$ cat config.mk
export PLATFORM = sky130hd
export DESIGN_NAME = dac_thermo_driver
export DESIGN_NICKNAME = d
export VERILOG_FILES = /design/src/rtl/dac_pkg.sv /design/src/rtl/dac_bin2therm.sv /design/src/rtl/dac_thermo_driver.sv
export SDC_FILE = /design/constraint.sdc
export NUM_CORES = 1
export LEC_CHECK = 0
export BUFFER_PORTS_ARGS = -buffer_cell sky130_fd_sc_hd__buf_4
export CAP_MARGIN = 20
export CORE_AREA = 2 2 39 41
export CTS_CLUSTER_SIZE = 16
export DETAILED_ROUTE_END_ITERATION = 10
export DIE_AREA = 0 0 41 43
export SLEW_MARGIN = 20
export SYNTH_ARGS = -nofsm -noshare
export SYNTH_HDL_FRONTEND = slang
export SYNTH_SLANG_ARGS = --single-unit
$ cat constraint.sdc
create_clock -name clk -period 3.17 [get_ports clk]
set_input_delay 0.4755 -clock clk [delete_from_list [all_inputs] [get_ports clk]]
set_output_delay 0.4755 -clock clk [all_outputs]
set_load 0.03 [all_outputs]
$ cat src/rtl/dac_pkg.sv
// rtl/dac_pkg.sv - shared types and thermometer mapping for the segment DAC path (see DAC_SLEW_LIMIT_EN in top)
package dac_pkg;

  localparam int DAC_CODE_W = 2;
  localparam int MAX_CODE_W = 8;
  localparam int MAX_NSEG   = 2 ** MAX_CODE_W;

  typedef enum logic [1:0] {
    ST_IDLE   = 2'd0,
    ST_RAMP   = 2'd1,
    ST_SETTLE = 2'd2
  } dac_state_t;

  // Segment count for a given binary code width.
  function automatic int nseg_of(input int code_w);
    return 2 ** code_w;
  endfunction

  // Code k turns on segments 0..k; segment 0 is always on.
  function automatic logic [MAX_NSEG-1:0] bin2therm(input logic [MAX_CODE_W-1:0] code);
    logic [MAX_NSEG-1:0] t;
    for (int i = 0; i < MAX_NSEG; i++) begin
      t[i] = (i <= int'(code));
    end
    return t;
  endfunction

endpackage

$ cat src/rtl/dac_bin2therm.sv
// rtl/dac_bin2therm.sv - combinational binary to thermometer decoder
module dac_bin2therm
  import dac_pkg::*;
#(
  parameter  int CODE_W = DAC_CODE_W,
  localparam int NSEG   = nseg_of(CODE_W)
) (
  input  logic [CODE_W-1:0] i_code,
  output logic [NSEG-1:0]   o_therm
);

  logic [MAX_CODE_W-1:0] w_code_ext;
  logic [MAX_NSEG-1:0]   w_therm_all;
  logic                  w_unused_hi;

  assign w_code_ext  = MAX_CODE_W'(i_code);
  assign w_therm_all = bin2therm(w_code_ext);
  assign o_therm     = w_therm_all[NSEG-1:0];
  // Segments above NSEG are always zero for a CODE_W-bit code and are dropped.
  assign w_unused_hi = ^w_therm_all;

endmodule

$ cat src/rtl/dac_thermo_driver.sv
// rtl/dac_thermo_driver.sv - handshaked thermometer DAC driver with settle timer, optional slew limit via DAC_SLEW_LIMIT_EN
module dac_thermo_driver
  import dac_pkg::*;
#(
  parameter  int CODE_W        = DAC_CODE_W,
  parameter  int SETTLE_CYCLES = 4,
  parameter  int STEP_CYCLES   = 2,
  localparam int NSEG          = nseg_of(CODE_W)
) (
  input  logic              clk,
  input  logic              reset_n,
  input  logic [CODE_W-1:0] code_in,
  input  logic              code_valid,
  output logic              code_ready,
  output logic [NSEG-1:0]   therm_out,
  output logic [CODE_W-1:0] cur_code,
  output logic              busy,
  output logic              settled
);

  // One counter serves both the step interval and the settle interval.
  localparam int CNT_MAX = (SETTLE_CYCLES > STEP_CYCLES) ? SETTLE_CYCLES : STEP_CYCLES;
  localparam int CNT_W   = (CNT_MAX > 1) ? $clog2(CNT_MAX) : 1;
  localparam logic [CNT_W-1:0] SETTLE_LOAD = CNT_W'(SETTLE_CYCLES - 1);

  dac_state_t        r_state;
  logic [CNT_W-1:0]  r_cnt;
  logic [CODE_W-1:0] r_cur_code;
  logic [NSEG-1:0]   r_therm;
  logic              r_ready;
  logic              r_busy;
  logic              r_settled;
  logic [CODE_W-1:0] w_code_next;
  logic [NSEG-1:0]   w_therm_next;
  logic              w_accept;

`ifdef DAC_SLEW_LIMIT_EN
  localparam logic [CNT_W-1:0] STEP_LOAD = CNT_W'(STEP_CYCLES - 1);

  logic [CODE_W-1:0] r_target;

  function automatic logic [CODE_W-1:0] step_toward(input logic [CODE_W-1:0] cur,
                                                    input logic [CODE_W-1:0] tgt);
    if (tgt > cur)      return cur + CODE_W'(1);
    else if (tgt < cur) return cur - CODE_W'(1);
    else                return cur;
  endfunction
`endif

  assign w_accept = (r_state == ST_IDLE) && code_valid;

  // Code to apply on the next edge: a single step when slew-limited, otherwise a direct jump.
  always_comb begin
    w_code_next = r_cur_code;
`ifdef DAC_SLEW_LIMIT_EN
    if (w_accept) begin
      w_code_next = step_toward(r_cur_code, code_in);
    end else if ((r_state == ST_RAMP) && (r_cnt == '0)) begin
      w_code_next = step_toward(r_cur_code, r_target);
    end
`else
    if (w_accept) begin
      w_code_next = code_in;
    end
`endif
  end

  dac_bin2therm #(
    .CODE_W (CODE_W)
  ) u_bin2therm (
    .i_code  (w_code_next),
    .o_therm (w_therm_next)
  );

  // Control FSM with registered drive and status outputs.
  always_ff @(posedge clk or negedge reset_n) begin
    if (!reset_n) begin
      r_state    <= ST_IDLE;
      r_cnt      <= '0;
      r_cur_code <= '0;
      r_therm    <= NSEG'(1);
      r_ready    <= 1'b1;
      r_busy     <= 1'b0;
      r_settled  <= 1'b1;
`ifdef DAC_SLEW_LIMIT_EN
      r_target   <= '0;
`endif
    end else begin
      r_cur_code <= w_code_next;
      r_therm    <= w_therm_next;
      case (r_state)
        ST_IDLE: begin
          if (code_valid) begin
            r_ready   <= 1'b0;
            r_busy    <= 1'b1;
            r_settled <= 1'b0;
`ifdef DAC_SLEW_LIMIT_EN
            r_target  <= code_in;
            if (w_code_next == code_in) begin
              r_state <= ST_SETTLE;
              r_cnt   <= SETTLE_LOAD;
            end else begin
              r_state <= ST_RAMP;
              r_cnt   <= STEP_LOAD;
            end
`else
            r_state   <= ST_SETTLE;
            r_cnt     <= SETTLE_LOAD;
`endif
          end
        end
`ifdef DAC_SLEW_LIMIT_EN
        ST_RAMP: begin
          if (r_cnt == '0) begin
            if (w_code_next == r_target) begin
              r_state <= ST_SETTLE;
              r_cnt   <= SETTLE_LOAD;
            end else begin
              r_cnt   <= STEP_LOAD;
            end
          end else begin
            r_cnt <= r_cnt - CNT_W'(1);
          end
        end
`endif
        ST_SETTLE: begin
          if (r_cnt == '0) begin
            r_state   <= ST_IDLE;
            r_ready   <= 1'b1;
            r_busy    <= 1'b0;
            r_settled <= 1'b1;
          end else begin
            r_cnt <= r_cnt - CNT_W'(1);
          end
        end
        default: begin
          r_state   <= ST_IDLE;
          r_ready   <= 1'b1;
          r_busy    <= 1'b0;
          r_settled <= 1'b1;
        end
      endcase
    end
  end

  assign code_ready = r_ready;
  assign busy       = r_busy;
  assign settled    = r_settled;
  assign therm_out  = r_therm;
  assign cur_code   = r_cur_code;

endmodule

; ---- Yosys cells after proc, flatten, opt, wreduce, memory -nomap -nowiden
; Index checks and enable logic that the tools add are counted.
[classes]
add_sub_neg = 1
n_lt_le_gt_ge = 3
n_reduce_logical = 6
muxes = 13
eq_ne = 4
[op_table]
columns = op, count
row1 = 2-bit two-way mux, 5
row2 = 2-bit one-hot mux with 2 select lines, 2
row3 = "2-bit inequality test, second input constant", 3
row4 = "2-bit <= comparator, first input constant", 2
row5 = 2-bit logical NOT, 2
row6 = 1-bit two-way mux, 4
row7 = 1-bit one-hot mux with 2 select lines, 2
row8 = 3-bit AND reduction, 1
row9 = "2-bit equality test, second input constant", 1
row10 = "1-bit by 2-bit <= comparator with 1-bit output, first input constant", 1
row11 = 2-bit AND reduction, 1
row12 = 2-bit nonzero test, 1
row13 = "2-bit by 1-bit subtractor with 2-bit output, second input constant", 1
row14 = 1-bit logical AND, 1
[word_totals]
output_inout_bits = 9
reg_bits = 11
wordCells = 33
input_bits = 5

; ---- Depth between registers and ports, before layout
[logic_depth]
ltp_word = 4
depth_mapped = 4
depth_no_buf = 4

; ---- By module
; From an unflattened synthesis, not the netlist that was laid out.
[hier_totals]
cells_unflattened = 33
area_unflattened_um2 = 424.2
[by_module_without_submodules]
columns = module, instances, area_each_um2, seq_area_each_um2, cells_per_inst
row1 = dac_thermo_driver, 1, 395.4, 252.7, 28
row2 = dac_bin2therm, 1, 28.8, 0.0, 5

; ---- Worst setup path before layout
; OpenSTA, ideal clock, no wires.
[synth_path]
path_kind = reg2out
startpoint = register, netlist name code_ready
endpoint = output port settled
n_path_buf = 1
stages_incl_launch_ff = 2
setup_slack_ps = 1889
arrival_time_ps = 805
cell_sequence = dfstp_2 > buf_4
[synth_rtl]
columns = item, line
row1 = to (decl), dac_thermo_driver.sv:18  ; output logic settled

; ---- Worst setup path in the final report
[layout_path]
startpoint = register r_ready, in the netlist code_ready
endpoint = output port code_ready
[layout_rtl]
columns = item, line
row1 = from (decl), dac_thermo_driver.sv:30  ; logic r_ready;
row2 = from (signal assigned), dac_thermo_driver.sv:82  ; r_ready <= 1'b1;
row3 = from (signal assigned), dac_thermo_driver.sv:94  ; r_ready <= 1'b0;
row4 = from (signal assigned), dac_thermo_driver.sv:129  ; r_ready <= 1'b1;
row5 = to (decl), dac_thermo_driver.sv:14  ; output logic code_ready,
; No word-level cell between the ends.

==> impl_metrics.yaml <==
grt:
  grt_overflow: 0
  met2_usage_pct: 10.6
  met1_usage_pct: 13.6
  gr-usage-all-layers_pct: 9.42
  grt_max_degree: 9
  grt_pass1_wl_mm: 1.06
  top_usage_layer: "met1"
  use_met3_pct: 3.14
  antenna_found_initial: 0
  grt_pass1_vias: 260
clock_tree:
  ctsResizeCount: 0
  clockBufferDepth: 2
  cts_tree: "built"
  clk_latency_ps: 250
  cts_buffers: 3
  cts_num_sinks: 8
  post_cts_buffers: 0
  h-tree-depth: 1
  hold_buffers: 0
  clk_pin_slew_worst_paths_ps: 60
  root_buffer: "clkbuf_4"
worst_setup_path:
  path_depth: 1
  path_class: "register to output pin"
  worstPathRequired_ps: 2690
  reg2reg_setup_slack_ps: 2070
  reg2reg_from: "busy$_DFFE_PN0P_"
  cpLargestDelayFamily: "flip-flops"
  arrival_ps: 950
  slowest_delay_ps: 540
  r2r_cells: 2
  start_kind: "register"
  cp_max_fo: 4
  reg2reg_to: "cur_code[0]$_DFF_PN0_"
  crit_chain: "buf_4"
  end_kind: "output pin"
  critPathSlowestCell: "dfstp_2"
  timing.critical_path.buf_inv: 1
floorplan:
  ios: 14
  core_area_um2: 1380
  dieHeight_um: 43
  die_x_um: 41
  dieArea_um2: 1760
  start_util_pct: 28.2
  row_count: 14
layout:
  syn_to_final_growth_pct: 29.2
  drive_above_1_share_pct: 39.6
  nFillCells: 154
  final_nets: 56
  fin_area_um2: 504
  seqCellArea_um2: 201
  multiInputGateArea_um2: 155
  antenna_cells: 0
routing:
  viasPerCell: 4.34
  first_pass_iters: 4
  drcViolationCount: 0
  vias: 278
  dr.first_iter.drc_count: 4
  wl_um: 643
  ant_nets: 0
  detail_route.wl_per_cell_um: 10.0
logic_synthesis:
  ys_ff_latch: 8
  ys_seq_area_share_pct: 51.6
  syn_nets: 42
  synth_cell_types: 18
  synth_area_leader_cell: "dfrtp_1"
  yosysWarnings: 0
  yosysTopAreaCellShare_pct: 44.9
  syn_area_um2: 390
  synth_area_leaders: "dfrtp_1 45%, mux2_4 7.7%, dfstp_2 6.7%, ha_1 6.4%, buf_4 5.8%"
  avgSynthCellArea_um2: 11.2
  synth_cells: 35
timing:
  report.final.slew_viol_count: 0
  grt_setup_unrepaired: "false"
  final_hold_viol_count: 0
  holdWs_ps: 27.8
  period_minus_slack_ps: 1430
  skew_ps: 2.48
  finalSetupViolCount: 0
  fin_tns_setup_ps: 0
  timing.final.crit_share_pct: 45.0
  clock.fmax_mhz: 701
power_and_ir_drop:
  powerDensity_nw_per_um2: 1120
  leakage_uw: 0.000259
  vdd_drop_max_uv: 339
placed_design:
  portBuffers: 12
  gp_congestion: 0.592
  dp_hpwl_um: 488
  dpl-instance-area_um2: 478
status:
  status: "finished clean"
worst_hold_path:
  hp-class: "input port to async pin"
run:
  cap_violations: 0
-- logic make-up after synthesis --
family          after synthesis  synth area share [%]
other cells                   1                 0.961
flops                         8                  51.6
fa+ha+maj                     2                  6.41
simple gates                  7                  10.9
mux                           2                  7.69
xor+xnor                      1                  2.24
buf+inv                       6                  8.65
compound gates                8                  11.5
-- cells in the mapped netlist (all sizes together) --
library cell and number:
dfrtp 7, a21oi 3, buf 3, inv 3, o21ai 3, ha 2, mux2 2, nor2 2
a22oi 1, conb 1, dfstp 1, nand2 1, nand2b 1, nand3 1, nand3b 1, nor3 1
o21a 1, xor2 1
-- metrics by stage --
| stage | cells | util, % | total power [µW] | worst slack, ps |
|---|---|---|---|---|
| finish | 64 | 36.4 | 565 | 1740 |
| global placement | 60 | 34.5 | 479 | 2020 |
| CTS | 64 | 36.4 | 574 | 1730 |
| detailed placement | 60 | 34.5 | 486 | 2010 |
| floorplan | 35 | - | 404 | 1890 |
| global route | 64 | 36.4 | 608 | 1710 |
-- metal layers --
metal | vias to the layer above | wire [µm]
met4 | 0 | 7
met5 | - | 0
met2 | 10 | 301
li1 | 137 | -
met3 | 2 | 51
met1 | 129 | 282
-- placed cells by master, fill, tap and decap left out --
cell	synthesis	final
o21a_1	1	1
inv_1	3	3
xor2_1	1	1
nand2_1	1	1
ha_1	2	2
clkbuf_1	0	1
nor3_1	1	1
nand2b_4	1	1
o21ai_0	3	3
clkbuf_4	0	3
dfstp_2	1	1
conb_1	1	1
mux2_4	2	2
a22oi_1	1	1
nand3_1	1	1
buf_4	3	12
nand3b_1	1	1
a21oi_1	3	3
dfrtp_1	7	7
nor2_1	2	2
-- power by group --
group          total (µW)  leakage [µW]  internal [µW]  switching (µW)
Sequential            192     0.0000901            153            39.4
Combinational         289      0.000154            127             161
Clock                84.2     0.0000150           48.2            36.0
-- worst max path at each step --
stage / start / to / slack [ps]
after floorplan: code_ready$_DFFE_PN1P_ / settled / 1890
final: code_ready$_DFFE_PN1P_ / code_ready / 1740
after CTS: code_ready$_DFFE_PN1P_ / code_ready / 1730
after global placement: code_ready$_DFFE_PN1P_ / settled / 2020
after global routing: code_ready$_DFFE_PN1P_ / code_ready / 1710
after detailed placement: code_ready$_DFFE_PN1P_ / code_ready / 2010
-- cell type report --
type	count	area share [%]
Inverter	3	2.23
Tap cell	16	3.97
Clock buffer	4	5.21
Multi-Input combinational cell	21	30.8
Sequential cell	8	40.0
Timing Repair Buffer	12	17.9
-- sequential cells by signal, indices dropped and copies added, names as in the netlist --
signal      flops
therm_out       2
busy            1
code_ready      1
r_cnt           2
cur_code        2
No activity file was read; power rests on OpenSTA's default activity.
